===== config.mk =====
export PLATFORM = sky130hd
export DESIGN_NAME = result_requant
export DESIGN_NICKNAME = d
export VERILOG_FILES = /design/src/rtl/result_requant.sv
export SDC_FILE = /design/constraint.sdc
export NUM_CORES = 2
export LEC_CHECK = 0
export CAP_MARGIN = 20
export CORE_ASPECT_RATIO = 0.5
export CORE_UTILIZATION = 70
export CTS_BUF_LIST = sky130_fd_sc_hd__clkbuf_4 sky130_fd_sc_hd__clkbuf_8
export CTS_CLUSTER_SIZE = 14
export DETAILED_ROUTE_END_ITERATION = 12
export PLACE_DENSITY_LB_ADDON = 0.05
export SLEW_MARGIN = 25
export SYNTH_ARGS = -nofsm -noshare
export SYNTH_HDL_FRONTEND = slang
export SYNTH_SLANG_ARGS = --single-unit

===== constraint.sdc =====
create_clock -name clk -period 18.6 [get_ports clk]
set_input_delay 2.79 -clock clk [delete_from_list [all_inputs] [get_ports clk]]
set_output_delay 2.79 -clock clk [all_outputs]
set_load 0.05 [all_outputs]

===== src/rtl/result_requant.sv =====
// Result-memory drain with requantization: reads NUM_NEURONS signed
// accumulators in address order, scales/rounds/shifts/clamps each one to
// OUT_WIDTH bits, and streams them out through a 4-entry ready/valid FIFO.
module result_requant #(
  parameter int ADDR_WIDTH  = 10,
  parameter int DATA_WIDTH  = 16,
  parameter int NUM_NEURONS = 32,
  parameter int SCALE_WIDTH = 16,
  parameter int OUT_WIDTH   = 8
) (
  input  logic                    clk,
  input  logic                    rst,
  input  logic                    start,
  input  logic [SCALE_WIDTH-1:0]  mult,
  input  logic [4:0]              shift,
  input  logic                    relu_en,
  output logic                    res_rd_en,
  output logic [ADDR_WIDTH-1:0]   res_rd_addr,
  input  logic [2*DATA_WIDTH-1:0] res_rd_data,
  output logic                    out_valid,
  input  logic                    out_ready,
  output logic [OUT_WIDTH-1:0]    out_data,
  output logic                    out_last,
  output logic                    busy,
  output logic                    done
);

  localparam int ACC_W = 2 * DATA_WIDTH;
  localparam int PW    = ACC_W + SCALE_WIDTH + 1;
  localparam int CNT_W = $clog2(NUM_NEURONS + 1);

  localparam logic signed [PW-1:0] SAT_MAX = {{(PW-OUT_WIDTH+1){1'b0}}, {(OUT_WIDTH-1){1'b1}}};
  localparam logic signed [PW-1:0] SAT_MIN = {{(PW-OUT_WIDTH+1){1'b1}}, {(OUT_WIDTH-1){1'b0}}};

  typedef enum logic [1:0] {IDLE, RUN, FINISH} state_t;

  state_t state, state_next;

  logic [SCALE_WIDTH-1:0] mult_q;
  logic [4:0]             shift_q;
  logic                   relu_q;
  logic [CNT_W-1:0]       cnt;
  logic                   inflight;
  logic                   inflight_last;
  logic                   rd_issue;
  logic                   push;
  logic                   pop;

  logic [OUT_WIDTH-1:0]   fifo_data [4];
  logic                   fifo_last [4];
  logic [1:0]             wr_ptr;
  logic [1:0]             rd_ptr;
  logic [2:0]             occ;

  logic signed [PW-1:0]   acc_ext;
  logic signed [PW-1:0]   mult_ext;
  logic signed [PW-1:0]   prod;
  logic signed [PW-1:0]   rnd;
  logic signed [PW-1:0]   shifted;
  logic [OUT_WIDTH-1:0]   q_result;

  // State register
  always_ff @(posedge clk) begin
    if (!rst) state <= IDLE;
    else      state <= state_next;
  end

  // Next-state: one run per start, ends after the last element is accepted
  always_comb begin
    state_next = state;
    unique case (state)
      IDLE:    if (start) state_next = RUN;
      RUN:     if (out_valid && out_ready && out_last) state_next = FINISH;
      FINISH:  state_next = IDLE;
      default: state_next = IDLE;
    endcase
  end

  // Status outputs decoded from state
  always_comb begin
    busy = (state == RUN);
    done = (state == FINISH);
  end

  // Run configuration latch and read-address counter
  always_ff @(posedge clk) begin
    if (!rst) begin
      mult_q  <= '0;
      shift_q <= '0;
      relu_q  <= 1'b0;
      cnt     <= '0;
    end else if (state == IDLE && start) begin
      mult_q  <= mult;
      shift_q <= shift;
      relu_q  <= relu_en;
      cnt     <= '0;
    end else if (rd_issue) begin
      cnt <= cnt + 1'b1;
    end
  end

  // Read issue: credit counts FIFO entries plus the read still in flight,
  // so a returned word always has a free slot to land in
  always_comb begin
    rd_issue    = (state == RUN) && (cnt < CNT_W'(NUM_NEURONS)) &&
                  (({1'b0, occ} + {3'b000, inflight}) < 4'd4);
    res_rd_en   = rd_issue;
    res_rd_addr = rd_issue ? ADDR_WIDTH'(cnt) : '0;
  end

  // Track the single outstanding read and whether it is the final element
  always_ff @(posedge clk) begin
    if (!rst) begin
      inflight      <= 1'b0;
      inflight_last <= 1'b0;
    end else begin
      inflight      <= rd_issue;
      inflight_last <= rd_issue && (cnt == CNT_W'(NUM_NEURONS - 1));
    end
  end

  // Requantize the returning accumulator: scale, round-half-up, shift, clamp
  always_comb begin
    acc_ext  = {{(PW-ACC_W){res_rd_data[ACC_W-1]}}, res_rd_data};
    mult_ext = {{(PW-SCALE_WIDTH){1'b0}}, mult_q};
    prod     = acc_ext * mult_ext;
    rnd      = '0;
    if (shift_q != 5'd0) rnd[shift_q - 5'd1] = 1'b1;
    shifted  = (prod + rnd) >>> shift_q;
    if (relu_q && shifted[PW-1]) shifted = '0;
    if (shifted > SAT_MAX)      q_result = SAT_MAX[OUT_WIDTH-1:0];
    else if (shifted < SAT_MIN) q_result = SAT_MIN[OUT_WIDTH-1:0];
    else                        q_result = shifted[OUT_WIDTH-1:0];
  end

  // FIFO handshake decode
  always_comb begin
    push = inflight;
    pop  = out_valid && out_ready;
  end

  // Output FIFO storage and pointers
  always_ff @(posedge clk) begin
    if (!rst) begin
      for (int unsigned i = 0; i < 4; i++) begin
        fifo_data[i] <= '0;
        fifo_last[i] <= 1'b0;
      end
      wr_ptr <= '0;
      rd_ptr <= '0;
      occ    <= '0;
    end else begin
      if (push) begin
        fifo_data[wr_ptr] <= q_result;
        fifo_last[wr_ptr] <= inflight_last;
        wr_ptr            <= wr_ptr + 1'b1;
      end
      if (pop) rd_ptr <= rd_ptr + 1'b1;
      unique case ({push, pop})
        2'b10:   occ <= occ + 1'b1;
        2'b01:   occ <= occ - 1'b1;
        default: occ <= occ;
      endcase
    end
  end

  // FIFO head drives the output stream
  always_comb begin
    out_valid = (occ != 3'd0);
    out_data  = out_valid ? fifo_data[rd_ptr] : '0;
    out_last  = out_valid ? fifo_last[rd_ptr] : 1'b0;
  end

endmodule


Word-level counts from Yosys, hierarchy flattened
Memory sizes are Yosys's and may differ from the RTL's. A register that Yosys moved wholly into a read port is not among the register bits.
Index checks and enable logic that the tools add are counted.

storage, ports and cells
  word-level logic and storage cells = 79
  output and inout port bits = 23
  RAM bits = 36
  bits in registers = 39
  memories = 2

operators by class
  equality and inequality tests = 7
  add/sub/neg operators = 8
  magnitude comparators = 6
  reduce and logical (&&, ||, !) cells = 16
  muxes and demuxes = 27
  bitwise logic cells = 1
  multiply operators = 1
  shifts and indexed selects = 1

memory list
  name       depth  bits a word  rd ports  clocked after Yosys merged registers in  write ports  RTL line  text
  fifo_data  4      8            1         1                                        4            49        logic [OUT_WIDTH-1:0] fifo_data [4];
  fifo_last  4      1            1         1                                        4            50        logic fifo_last [4];

operator list
  operator             count
  $add 49x49->49       1
  $gt 49x8->1 const B  1
  $lt 49x8->1 const B  1
  $mul 32x17->49       1
  $mux 49              1
  $sshr 49x5->49       1
  $mux 32              1
  $mux 8               4
  $mux 2               8
  $mux 1               9
  $logic_and 1x1->1    8
  $reduce_or 8->1      1
  $lt 5x7->1 const B   1
  $add 6x1->6 const B  1
  $eq 6x5->1 const B   1
  $lt 6x6->1 const B   1
  $mux 6               1
  $pmux 3 s2           1
  $demux 1 s5          1
  $ge 5x1->1 const B   1
  $reduce_bool 5->1    1
  $sub 5x1->5 const B  1
  $add 2x1->2 const B  2
  $add 3x1->4          1
  15 further kinds     17

Depth between registers and ports, before layout
  depth after elaboration = 14
  mapped depth = 34
  mapped depth without buffers = 30

Worst setup path before layout
No wires, ideal clock.

  path kind = input-to-reg
  start = in res_rd_data[31]
  end = mem fifo_data[0][6], data pin
  path buffers = 3
  path slack = 7754 ps
  data arrival time = 10712 ps
  stages = 28
  cell sequence = clkbuf_1 > nand2_1 > fa_1 > inv_1 > fa_1 > fa_1 > inv_1 > fa_1 > inv_1 > fa_1 > fa_1 > ha_1 > clkbuf_1 > nand4_1 > o21ai_0 > mux2i_1 > inv_1 > a211oi_2 > o22ai_1 > or3_1 > a211o_1 > or4_4 > a211oi_2 > o2111ai_1 > nor4_4 > buf_6 > o211ai_1 > nand2b_1

RTL lines
  element      RTL line  text
  from (decl)  19        input logic [2*DATA_WIDTH-1:0] res_rd_data,
  to (decl)    49

==> summary.md <==
| Metric | Value |
|---|---|
| Drt initial violations | 4044 |
| Measured slew at the worst slew-check pin | 1.05 ns |
| Slowest cell on crit path | clkdlybuf4s50_1 |
| Final Hold Viols | 0 |
| Final total power | 4.87 mW |
| Filler cell count | 2543 |
| Pins over their slew limit | 0 |
| Leak Pwr | 11.6 nW |
| Startpoint Class | input pin |
| Global route total overflow | 0 |
| Psw | 3.16 mW |
| Die X-Extent | 285 um |
| Nets@finish | 3938 |
| Synth Flop Type | dfxtp_1 |
| DRC viols | 0 |
| Hold Crit Start | mult_q[7] |
| Critical Path RT | 18.87 ns |
| Synth Register Bits | 77 |
| Netlist cell types | 103 |
| Post-Synthesis Cells | 3301 |
| H-tree depth | 3 |
| Post-DP HPWL | 80400 um |
| Arr. time, crit path | 13.81 ns |
| CTS clk-pin slew, worst paths | 0.10 ns |
| Drt total wl | 101000 um |
| Avg WL per Cell | 26.7 um |
| Resized Gates After CTS | 0 |
| Post-synth EDFFs | 33 |
| Detailed-route via count | 26000 |
| Worst r2r src | shift_q[3] |
| Unrepaired setup endpoints after global routing | no |
| Die area | 0.0408 mm^2 |
| Adder-cell share of the synthesized area | 0.427 |
| Sequential share of power | 0.046 |
| Largest net degree at the start of global routing | 59 |
| Hold Path Class | flip-flop to flip-flop |
| Mapped Area | 0.0280 mm^2 |
| Logic gate share of total power | 0.925 |
| First drt pass iteration count | 8 |
| Compound-Gate Fraction of Synth Area | 0.147 |
| Vias in the first global route | 26500 |
| Setup TNS | 0 ns |
| Synth Warn # | 0 |
| CTS buffer count | 9 |
| Min Clock Period, post-route | 13.54 ns |
| Largest family of logic cells by synthesized area | adder cells |
| CP Class | input pin to flip-flop |
| Max Clk Rate | 73.8 MHz |
| Share of the synthesized area in the top cell type | 0.373 |
| Simple logic cell fraction of the synthesized area | 0.213 |
| Hold path cells | 1 |
| Reg2reg path depth | 30 |
| Initial cell density of the core | 0.715 |
| Final Cycle Share | 0.728 |
| Latest clock arrival within the worst-skew pair | 0.43 ns |
| Max-cap violations | 0 |
| Initial antenna violation count | 6 |
| Count of endpoints failing setup in the final report | 0 |
| IR drop worst, VDD | 0.127 mV |
| Main area contributors after synthesis | fa_1 37%, and2_1 8.4%, inv_1 6.9%, ha_1 5.4%, nand2_1 5.0% |
| P per Cell Area | 167 mW/mm^2 |
| Overall routing resource usage | 0.500 |
| CORE AREA | 0.0392 mm^2 |
| Multiplexer share of the synthesized area | 0.0320 |
| TritonCTS clock tree | yes |
| Hold_buf cts | 0 |
| Register-to-register setup slack | 6.73 ns |
| Net Sw Frac | 0.650 |
| DIE HEIGHT | 143 um |
| IO buf count | 75 |
| ANT nets after route | 0 |
| Site Rows | 51 |
| Max-Slew Margin vs Limit | 0.296 |
| CP Capture Type | flip-flop |
| Synth area leader | fa_1 |
| Clock power share | 0.029 |
| Worst path max stage delay | 0.95 ns |
| Total I/O pin count | 81 |
| Post-CTS Setup Bufs | 0 |
| Crit path top cell by count | fa_1 |
| Seq/Total Area, Yosys | 0.0669 |
| Area delta synth->final | 4.16% |
| # clock sinks | 77 |
| CTS root buffer | clkbuf_8 |
| Max clock buf depth | 2 |
| Avg Cell Area, Syn | 8.48 um^2 |
| Share of cells above drive strength 1 | 0.0475 |
| Reg-to-reg endpoint | fifo_data[1][4] |
| Vias per inst | 6.89 |
| Max Clock Skew | 0.0358 ns |
| Int Pwr | 1.70 mW |
| First-pass GRT wire length | 153000 um |
| WHS Endpoint | mult_q[7] |
| Ys async rst share | 0 |
| Post-Synth XOR/XNOR Area | 0.0150 |
| CP max FO | 16 |
| Status | finished clean |
| Placer Congestion | 1.11 |
-- cell usage after synthesis (all sizes together), types with 16 or more instances --
cell type / n
a21oi: 107
o22ai: 26
o21ai: 97
mux4: 17
mux2i: 36
o21a: 19
nand3: 39
nand4: 36
xnor2: 31
o211ai: 58
a22o: 18
edfxtp: 33
a211oi: 40
a21o: 17
fa: 521
and3: 20
nand2: 373
ha: 121
inv: 516
dfxtp: 44
buf: 40
clkbuf: 159
nand2b: 42
nor3: 48
xor2: 16
nor2: 184
and2: 378
-- layout by cell type, fill, tap and decap left out, drive strengths merged, types with 12 or more instances in the layout --
cell type | netlist | final
nor4 | 14 | 14
mux2i | 36 | 36
buf | 40 | 45
nor2 | 184 | 184
a31oi | 12 | 12
inv | 516 | 523
dfxtp | 44 | 44
edfxtp | 33 | 33
nor3 | 48 | 48
nand4 | 36 | 36
o21a | 19 | 19
xnor2 | 31 | 31
a21oi | 107 | 107
a221oi | 13 | 13
nand3 | 39 | 39
mux2 | 13 | 13
a211oi | 40 | 40
o22ai | 26 | 26
and2 | 378 | 378
o31ai | 15 | 15
mux4 | 17 | 17
and3 | 20 | 20
fa | 521 | 521
ha | 121 | 121
nand2 | 373 | 373
nand2b | 42 | 42
a22o | 18 | 18
o211ai | 58 | 58
clkdlybuf4s50 | 0 | 75
a21o | 17 | 17
o21ai | 97 | 97
xor2 | 16 | 16
-- critical path, delay by kind of cell --
kind | cells | cell delay, ns
AND/OR/NAND/NOR | 6 | 2.09
adder cells (fa/ha/maj) | 7 | 3.54
buffers and inverters | 4 | 1.35
multiplexers | 2 | 1.02
AO/OA/AOI/OAI | 8 | 2.99
-- logic make-up (layout without fill, tap and decap cells) --
kind of cell | after synthesis | in the layout
flip-flops | 77 | 77
XOR/XNOR | 47 | 47
AND/OR/NAND/NOR | 1179 | 1179
buffers and inverters | 718 | 655
multiplexers | 66 | 66
other | 1 | 11
adder cells (fa/ha/maj) | 642 | 642
AO/OA/AOI/OAI | 571 | 571
-- power groups by stage --
| stage | Clock, mW | Sequential, mW | Combinational (mW) |
|---|---|---|---|
| 6_report | 0.142 | 0.223 | 4.50 |
| 3_5_place_dp | 0 | 0.225 | 4.23 |
| 5_1_grt | 0.147 | 0.224 | 4.74 |
| 3_3_place_gp | 0 | 0.223 | 4.16 |
| 2_1_floorplan | 0 | 0.204 | 3.01 |
| 4_1_cts | 0.140 | 0.221 | 4.25 |
-- flip-flops by register name, indices dropped and copies added (netlist names), named ones only --
register       cells
shift_q            5
fifo_data         32
cnt                6
state              2
inflight_last      1
wr_ptr             2
inflight           1
relu_q             1
fifo_last          4
mult_q            16
occ                3
rd_ptr             2
-- per-stage QoR --
stage / setup WS [ns] / std cells / area, um^2 / hold slack [ns] / util
after floorplan: 7.75 / 3306 / 28000 / 0.440 / -
after global placement: 5.12 / 3756 / 28900 / 0.453 / 0.739
after CTS: 5.57 / 3773 / 29100 / 0.497 / 0.744
after detailed placement: 5.16 / 3757 / 29000 / 0.470 / 0.739
final: 5.06 / 3778 / 29200 / 0.498 / 0.744
after global routing: 4.87 / 3777 / 29200 / 0.536 / 0.744
-- area by class of cell --
cell class | count | area, um^2 | share of cell area
clock inverter | 7 | 61.3 | 0.00210
timing repair buffer | 120 | 1090 | 0.0375
multi-input combinational | 2511 | 23400 | 0.802
antenna | 5 | 12.5 | 0.000429
tap | 530 | 663 | 0.0227
sequential | 77 | 1880 | 0.0644
clock buffer | 9 | 124 | 0.00425
inverter | 519 | 1950 | 0.0668
-- layer usage --
metal	track usage	routed length, um
met1	0.673	38200
met2	0.728	42000
met3	0.186	15900
met4	0.202	4670
met5	0.0310	78
-- how the worst max path moves through the flow --
stage / from / slack (ns) / cells after the start / end
2_1_floorplan: res_rd_data[31] / 7.75 / 28 / fifo_data[0][6]
3_3_place_gp: res_rd_data[24] / 5.12 / 26 / fifo_data[3][5]
3_5_place_dp: res_rd_data[16] / 5.16 / 27 / fifo_data[0][5]
4_1_cts: res_rd_data[16] / 5.57 / 27 / fifo_data[1][6]
5_1_grt: res_rd_data[24] / 4.87 / 27 / fifo_data[1][4]
6_report: res_rd_data[21] / 5.06 / 27 / fifo_data[1][4]
No activity file was read; power rests on OpenSTA's default activity.
